**src/rtl/arb2_rr_mux.sv**
```systemverilog
// arb2_rr_mux: two-input round-robin packet arbiter with registered output stage
// Grants one of two valid/ready/last sources, locks the grant for the whole
// packet, and forwards the selected beat through a single output register.
// Ports:
//   clk, rst                      clock, synchronous active-high reset
//   in0_* / in1_*                 source beats (valid, data, last) and ready back
//   sel                           current grant, drives the downstream data mux
//   out_valid/out_data/out_last   registered output beat, out_ready from consumer
// Build option: ARB2_FIXED_PRIO_EN makes in0 always win an idle contention.
module arb2_rr_mux #(
  parameter int WIDTH          = 8,
  parameter bit LAST_GRANT_RST = 1'b1
) (
  input  logic             clk,
  input  logic             rst,
  input  logic             in0_valid,
  input  logic [WIDTH-1:0] in0_data,
  input  logic             in0_last,
  output logic             in0_ready,
  input  logic             in1_valid,
  input  logic [WIDTH-1:0] in1_data,
  input  logic             in1_last,
  output logic             in1_ready,
  output logic             sel,
  output logic             out_valid,
  output logic [WIDTH-1:0] out_data,
  output logic             out_last,
  input  logic             out_ready
);
  typedef enum logic [1:0] {IDLE, LOCK0, LOCK1} state_t;
  state_t state, state_nxt;
  logic last_grant, idle_sel, load_en, xfer, mux_last;
  logic [WIDTH-1:0] mux_data;
  always_comb begin
    load_en = !out_valid || out_ready;
`ifdef ARB2_FIXED_PRIO_EN
    idle_sel = in0_valid ? 1'b0 : in1_valid ? 1'b1 : last_grant;
`else
    idle_sel = (in0_valid && in1_valid) ? ~last_grant : in0_valid ? 1'b0 : in1_valid ? 1'b1 : last_grant;
`endif
    sel = state == LOCK0 ? 1'b0 : state == LOCK1 ? 1'b1 : idle_sel;
    in0_ready = load_en && !sel;
    in1_ready = load_en && sel;
    xfer = sel ? in1_valid && in1_ready : in0_valid && in0_ready;
    mux_data = sel ? in1_data : in0_data;
    mux_last = sel ? in1_last : in0_last;
    state_nxt = !xfer ? state : mux_last ? IDLE : sel ? LOCK1 : LOCK0;
  end
  always_ff @(posedge clk) begin
    if (rst) begin
      state      <= IDLE;
      last_grant <= LAST_GRANT_RST;
      out_valid  <= 1'b0;
      out_data   <= '0;
      out_last   <= 1'b0;
    end else begin
      state <= state_nxt;
      if (xfer) last_grant <= sel;
      if (load_en) out_valid <= xfer;
      if (xfer) begin
        out_data <= mux_data;
        out_last <= mux_last;
      end
    end
  end
endmodule

```
**config.mk**
```make
export PLATFORM = sky130hd
export DESIGN_NAME = arb2_rr_mux
export DESIGN_NICKNAME = d
export VERILOG_FILES = /design/src/rtl/arb2_rr_mux.sv
export SDC_FILE = /design/constraint.sdc
export NUM_CORES = 1
export LEC_CHECK = 0
export ABC_CLOCK_PERIOD_IN_PS = 4270
export BUFFER_PORTS_ARGS = -buffer_cell sky130_fd_sc_hd__buf_4
export CORE_UTILIZATION = 45
export DETAILED_ROUTE_END_ITERATION = 7
export PLACE_DENSITY_LB_ADDON = 0.08
export SLEW_MARGIN = 20
export SYNTH_ARGS = -nofsm -noshare
export SYNTH_HDL_FRONTEND = slang
export SYNTH_SLANG_ARGS = --single-unit
```
**constraint.sdc**
```tcl
create_clock -name clk -period 4.27 [get_ports clk]
set_clock_uncertainty 0.15 [all_clocks]
set_input_delay 0 -clock clk [delete_from_list [all_inputs] [get_ports clk]]
set_output_delay 0 -clock clk [all_outputs]
set_load 0.01 [all_outputs]
```
* Word level (Yosys, flattened, before mapping)
Cells that the tools add are included.
** Storage, ports and cells
- Register bits after elaboration :: 13
- Bits in latches :: 0
- Bits in writable memories :: 0
- Bits in read-only memories :: 0
- Input port bits :: 23
- Memories kept :: 0
** Operators by class
- Add/sub/neg operators :: 0
- Multipliers :: 0
- Div/mod/pow operators :: 0
- Magnitude comparators :: 0
- Equal/unequal tests :: 2
- Shift operators :: 0
- Muxes and demuxes :: 10
- Bitwise gates (word level) :: 1
- Reduce and logical (&&, ||, !) cells :: 8
** Operators with widths (count)
- two-way mux 8 bit :: 1
- two-way mux 1 bit :: 7
- logical AND 1 bit :: 5
- two-way mux 2 bit :: 2
- equality test 2 x 1 -> 1 bit (second input constant) :: 1
- equality test 2 bit (second input constant) :: 1
- zero test 1 bit :: 2
- logical OR 1 bit :: 1
- inverter 1 bit :: 1

* Logic depth before layout (Yosys ltp)
Gate-level depths: netlist (run 1).
- Depth in word-level cells :: 9
- Gate-level depth with buffers :: 7

* Worst setup path after synthesis (run 1)
Ideal clock, no wire load.
- Path kind :: reg2reg
- Start :: reg last_grant
- End :: reg out_data[1]
- Data arrival time :: 1203 ps
- Required time :: 4032 ps
- Setup slack :: 2829 ps
- Cell stages (with the launch flop) :: 8
- Buffers on the path :: 1
- Period minus slack after synthesis :: 1441 ps
- Cells stage by stage :: dfxtp_1 > nand2b_1 > a21oi_1 > a21oi_2 > inv_2 > buf_4 > nand2_1 > a311oi_2
** On the way
- Cells in the longest elaborated chain, start to end :: 9
- Elaborated cells between the ends (all ways) :: 13
- Classes of those cells :: mux: 7; bitwise: 1; reduce/logical: 5
** RTL lines
- start: declaration :: RTL line 32 : logic last_grant, idle_sel, load_en, xfer, mux_last;
- start signal: assignment :: RTL line 58 : if (xfer) last_grant <= sel;
- two-way mux 1 bit (2 in series) :: RTL line 39 : idle_sel = (in0_valid && in1_valid) ? ~last_grant : in0_valid ? 1'b0 : in1_valid ? 1'b1 : last_grant;
- two-way mux 1 bit (*) :: RTL line 39
- two-way mux 1 bit (*) (2 in series) :: RTL line 41 : sel = state == LOCK0 ? 1'b0 : state == LOCK1 ? 1'b1 : idle_sel;
- net sel :: RTL line 24 : output logic sel,
- zero test 1 bit :: RTL line 42 : in0_ready = load_en && !sel;
- logical AND 1 bit :: RTL line 42
- logical AND 1 bit :: RTL line 44 : xfer = sel ? in1_valid && in1_ready : in0_valid && in0_ready;
- two-way mux 1 bit :: RTL line 44
- end signal: assignment :: RTL line 61 : out_data <= mux_data;
- end: declaration :: RTL line 26 : output logic [WIDTH-1:0] out_data,
Mark *: on every way through the listed nets, which the timed path passes. The rest lies on a longest branch.
A chain may end at the register's enable or synchronous reset.

* Worst setup path in the final report (run 1)
- Start :: reg last_grant
- End :: reg out_data[6]
** On the way
- Cells in the longest elaborated chain, start to end :: 9
- Elaborated cells between the ends (all ways) :: 13
- Classes of those cells :: mux: 7; bitwise: 1; reduce/logical: 5
** RTL lines (RTL line)
- two-way mux 1 bit (2 in series) :: 39
- two-way mux 1 bit (*) :: 39
- two-way mux 1 bit (*) (2 in series) :: 41
- zero test 1 bit :: 42
- logical AND 1 bit :: 42
- logical AND 1 bit :: 44
- two-way mux 1 bit :: 44
Every way passes the cells marked *; elsewhere a longest branch is shown, timed or not.

==> results of run 1 <==
[where the power goes]
group / switching (mW) / leakage, nW / internal (mW)
Combinational: 0.0680 / 0.411 / 0.0775
Clock: 0.0417 / 0.0150 / 0.0362
Sequential: 0.00952 / 0.108 / 0.136
Total: 0.119 / 0.534 / 0.250
[through the flow]
step / power, mW / util / cell area [um^2]
4_1_cts: 0.364 / 0.875 / 1150
6_report: 0.369 / 0.875 / 1150
5_1_grt: 0.394 / 0.875 / 1150
3_3_place_gp: 0.261 / 0.688 / 906
2_1_floorplan: 0.217 / - / 647
3_5_place_dp: 0.264 / 0.688 / 906
[sequential cells by signal (all words and copies together) (netlist names)]
register / flops
last_grant: 1
out_data: 8
out_last: 1
out_valid: 1
state: 2
[layout by cell type, fill, tap and decap left out, types with 3 or more instances in the layout]
cell type       n
a311oi_1        4
nand2b_1        5
dlygate4sd3_1  22
nand2_1        17
clkbuf_4        3
a21oi_1         6
dfxtp_1        13
nor2_1         13
buf_4          36
a311oi_2        4
[logic make-up after synthesis]
family          Yosys count  synth area share
mux                       1            0.0155
compound gates           18             0.238
buf+inv                   6            0.0599
flops                    13             0.402
simple gates             41             0.284
[critical path: stages, from the launching register on]
cell,delay [ns]
dfxtp_1,0.37
nand2b_1,0.14
nand3_1,0.10
a21oi_2,0.48
inv_2,0.23
nand2_1,0.14
a311oi_2,0.09
dlygate4sd3_1,0.57
[worst max-delay path by stage]
stage                          start     endpoint  slack [ns]
after floorplan           last_grant  out_data[1]        2.83
after global placement    last_grant  out_data[6]        2.53
after detailed placement  last_grant  out_data[6]        2.46
after CTS                 last_grant  out_data[6]        1.90
after global routing      last_grant  out_data[6]        1.67
final                     last_grant  out_data[6]        1.88
[cell type report]
class,count,area share
repair buffers,58,0.426
flip-flops and latches,13,0.226
clock buffers,4,0.0228
multi-input cells,60,0.306
well taps,15,0.0163
inverters,1,0.00326
[per-layer routing]
layer | up-vias | global-route usage
li1 | 388 | -
met1 | 355 | 0.332
met2 | 32 | 0.536
met3 | 6 | 0.153
met4 | 0 | 0.0948
met5 | - | 0
[timing repair]
| action | 4_1_cts | 5_1_grt |
|---|---|---|
| buffers inserted | 0 | 0 |
| hold buffers | 22 | 0 |
| hold endpoints to repair | 13 | 0 |
| setup endpoints to repair | 0 | 0 |
==> reports/metrics.cfg, run 1 <==
[critical_path]
r2r_slack_ns = 1.88
worst_r2r_path_depth = 7
cp-end-kind = register
r2r-end = out_data[6]
crit_arrival_ns = 2.41
path_max_fanout = 12
path_class = register to register
reg2reg_from = last_grant
worstPathRequired_ns = 4.29
cp-start-kind = register

[yosys]
synth_edf_count = 0
synth_ff_type = dfxtp_1
synth_area_leaders = dfxtp_1, nand2_1, a311oi_2
synthTopCellsByCount = nand2_1, dfxtp_1, nor2_1, a21oi_1, nand2b_1
synth.most_common_cell = nand2_1
synth.yosys.warnings = 0
yosysTopAreaCellShare = 0.402
synthCells = 79
syn_area_per_cell_um2 = 8.19
ys_seq_area_frac = 0.402
syn_nets = 102
yosys.area.top_type = dfxtp_1
ys_async_sr_fraction = 0
ys_types = 23
syn-cell-area_um2 = 647
synth_seq_cells = 13

[sta]
setup_viol = 0
fmax_ghz = 0.418
slew_headroom = 0.614
fin_crit_sh = 0.560
setup_tns_ns = 0
worst_pin_slew_ns = 0.580
fin_ws_ns = 1.88
maxSlewViolCount = 0
rsz0062_at_grt = no
hold_ws_ns = 0.355
period_needed_ns = 2.39
hold_viol_final = 0

[routing]
ant_nets = 0
firstDrtPassIters = 4
route.detailed.drc = 0
wl_met1_um = 815
wl_met2_um = 1090
dr.max_layer_used = met4
drt-total-wl_um = 2100
vias_per_cell = 5.17
vias = 781
wl_per_cell_um = 13.9
drt_iter0_drc = 5
dr_wl_met3_um = 150

[die]
fp.coreArea_um2 = 1320
initial_core_util = 0.491
dieArea_um2 = 1590
rows = 13
ios = 36
die_width_um = 39.9
die_y_um = 39.9

[worst_hold_path]
hold_path.class = register to register
hold_depth = 2
holdPathEnd = out_last
worstHoldStart = out_last

[place]
portBuffers = 35
place_congestion = 0.795
place_ws_ns = 2.46
hpwl_um = 1110
dpl.cell_count = 125

[cells_and_area]
seq_area_um2 = 260
fill_cells = 70
fin_nets = 160
stdcell_count = 151
multi_input_area_um2 = 353
drive_gt1_frac = 0.338
area_growth_syn_to_layout_pct = 78.1
diodes = 0

[global_routing]
grt_pass1_vias = 715
grt_max_degree = 22
grt-ovfl-total = 0
grt_pass1_wl_um = 3170
antenna_found_initial = 0
grt_usage = 0.313

[power_and_ir_drop]
static-leakage-power_nw = 0.534
p_per_area_nw_per_um2 = 320
peakVddDrop_mv = 0.325

[clock_tree]
cts-root-buf = clkbuf_4
clockBufferDepth = 2
clock_latency_ns = 0.28
path_clk_slew_ns = 0.08
numCtsBuffers = 3
cts.sinks = 13
h-tree-depth = 1
tritoncts = built
cts.repair.resized = 0

[flow_run]
maxCapViolations = 0

[run_status]
status = finished clean

Note: power is estimated with default switching activity, not from simulation.
==> run 2, diff against run 1 <==
- ABC_CLOCK_PERIOD_IN_PS: 4270 -> 2290
- CORE_UTILIZATION: 45 -> 42
- clock period: 4.27 -> 2.29 ns (I/O delays scaled with it)
==> run 2 against run 1 <==
  * Sequential share of layout area unchanged
  * Sequential power increased by 85%
  * Clock-buffer cell count unchanged
  * Critical path depth increased by 1
  * Combinational power increased by 73%
  * Hold slack got worse by 0.0050 ns
  * Non-clock buffer count unchanged
  * Global-route usage decreased by 4.1 points
  * Final area unchanged
  * Final cell count unchanged
  * Register-to-register slack got worse by 1.5 ns
  * First-iteration DRC count increased by 100%
  * Critical endpoint is now in0_ready
  * Largest cell class unchanged
==> reports/metrics.cfg, run 2 (same netlist as run 1, synthesis figures left out) <==
[run_status]
status = finished clean

[critical_path]
path_max_fanout = 12  ; unchanged
path_class = primary input to output port
cp_top_family = buffers and inverters
worst_r2r_path_depth = 6  ; -1
cp_common_cell = buf_4
crit_arrival_ns = 1.97  ; -0.44 ns
cp_slowest_cell = dlygate4sd3_1
cp-end-kind = output port
cp.depth = 8  ; +1
cp-start-kind = primary input
crit_chain = dlygate4sd3_1 -> buf_4 -> nand2b_1 -> nand3_1 -> a21oi_2 -> inv_2 -> nor2_1 -> buf_4
worstPathBufferInverterCount = 4  ; +2
cpPeakStageDelay_ns = 0.56  ; about the same
worstPathRequired_ns = 2.14  ; -2.15 ns

[power_and_ir_drop]
p_switching_mw = 0.215  ; +81%
p_per_area_nw_per_um2 = 580  ; +81%
comb_power_share = 0.378  ; -0.016
peakVddDrop_mv = 0.409  ; +26%
pwr-share-clk = 0.218  ; +0.007
swShare = 0.322  ; -0.000767
static-leakage-power_nw = 0.519  ; -2.7%
intPower_mw = 0.453  ; +81%
seq_power_share = 0.405  ; +0.010

[sta]
setup_viol = 0  ; unchanged
fin_ws_ns = 0.170  ; -1.71 ns
period_needed_ns = 2.12
worst_pin_slew_ns = 0.610  ; +0.0302 ns
slew_headroom = 0.593  ; -0.0202
fin_crit_sh = 0.926
hold_viol_final = 0  ; unchanged
maxSlewViolCount = 0  ; unchanged
fmax_ghz = 0.472
rsz0062_at_grt = no
setup_tns_ns = 0  ; unchanged

[clock_tree]
h-tree-depth = 1  ; unchanged
clockBufferDepth = 2  ; unchanged
cts-root-buf = clkbuf_4
clock_latency_ns = 0.27  ; about the same
cts.sinks = 13  ; unchanged
numCtsBuffers = 3  ; unchanged
postCtsHoldBufs = 22  ; unchanged
tritoncts = built
cts.repair.resized = 0  ; unchanged
path_clk_slew_ns = 0.08  ; about the same
postCtsSetupBuffers = 0  ; unchanged

[die]
die_y_um = 41.2  ; +3.3%
rows = 13  ; unchanged
ios = 36  ; unchanged
fp.coreArea_um2 = 1370  ; +3.7%
dieArea_um2 = 1700  ; +6.8%
initial_core_util = 0.473  ; -0.0175
die_width_um = 41.2  ; +3.3%

[cells_and_area]
fin_nets = 160  ; unchanged
final_common_cell = buf_4
diodes = 0  ; unchanged
reg_top3 = out_data (8), state (2)
drive_gt1_frac = 0.338  ; unchanged
multi_input_area_um2 = 353  ; unchanged
mostFrequentLayoutCells = buf_4, dlygate4sd3_1, nand2_1, nor2_1, dfxtp_1
finalInstanceArea_um2 = 1150  ; unchanged
post-route-util = 0.843  ; -0.0312
area_growth_syn_to_layout_pct = 78.1  ; unchanged
regMostFlops = out_data
fill_cells = 88  ; +26%
seq_area_um2 = 260  ; unchanged
largest_register_ffs = 8  ; unchanged

[routing]
vias = 771  ; -1.3%
drt_iter0_drc = 10  ; +5
drt-total-wl_um = 1960  ; -7.0%
route.detailed.drc = 0  ; unchanged
firstDrtPassIters = 2  ; -2
ant_nets = 0  ; unchanged
vias_per_cell = 5.11  ; -1.3%
wl_per_cell_um = 12.9  ; -7.0%

[place]
place_congestion = 0.684  ; -14%
placed_area_um2 = 906  ; unchanged
portBuffers = 35  ; unchanged
place_ws_ns = 0.454  ; -2.01 ns
hpwl_um = 1120  ; +0.79%

[global_routing]
grt_pass1_wl_um = 2860  ; -9.8%
antenna_found_initial = 0  ; unchanged
grt_usage = 0.272  ; -0.0411
grt-ovfl-total = 0  ; unchanged
grt_max_degree = 22  ; unchanged
grt_pass1_vias = 735  ; +2.8%

[flow_run]
maxCapViolations = 0  ; unchanged

[worst_hold_path]
hold_depth = 2  ; unchanged
hold_path.class = register to register

[run 2: final timing paths]
path	start	to	slack (ns)
max reg2reg	last_grant	out_data[0]	0.41
min	out_data[2]	out_data[2]	0.35
min reg2reg	out_data[2]	out_data[2]	0.35
max	in0_valid	in0_ready	0.17
[run 2: power by group through the flow]
| stage | Clock (mW) | Combinational, mW | Sequential, mW |
|---|---|---|---|
| 3_5_place_dp | 0 | 0.217 | 0.276 |
| 2_1_floorplan | 0 | 0.120 | 0.285 |
| 3_3_place_gp | 0 | 0.213 | 0.275 |
| 5_1_grt | 0.158 | 0.275 | 0.275 |
| 6_report | 0.145 | 0.252 | 0.270 |
| 4_1_cts | 0.145 | 0.248 | 0.271 |
[run 2: through the flow]
| stage | total power, mW | cells | hold WS (ns) |
|---|---|---|---|
| floorplan | 0.405 | 79 | -0.0779 |
| global placement | 0.487 | 125 | 0.129 |
| detailed placement | 0.493 | 125 | 0.135 |
| CTS | 0.663 | 151 | 0.354 |
| global route | 0.708 | 151 | 0.382 |
| finish | 0.668 | 151 | 0.350 |
[run 2: layout make-up]
type,instances,share of cell area
timing repair buffer,58,0.426
multi-input combinational,60,0.306
sequential,13,0.226
clock buffer,4,0.0228
tap,15,0.0163
inverter,1,0.00326
[run 2: tightest hold or removal path: cells and delay by family (launching register included)]
kind	cells	cell delay, ns
AO/OA/AOI/OAI	1	0.05
AND/OR/NAND/NOR	1	0.09
flip-flops	1	0.32
[run 2: metal layers]
metal	vias up	wire length, um	GRT usage
li1	392	-	-
met1	344	725	0.256
met2	25	1080	0.508
met3	10	66	0.0598
met4	0	84	0.194
met5	-	0	0
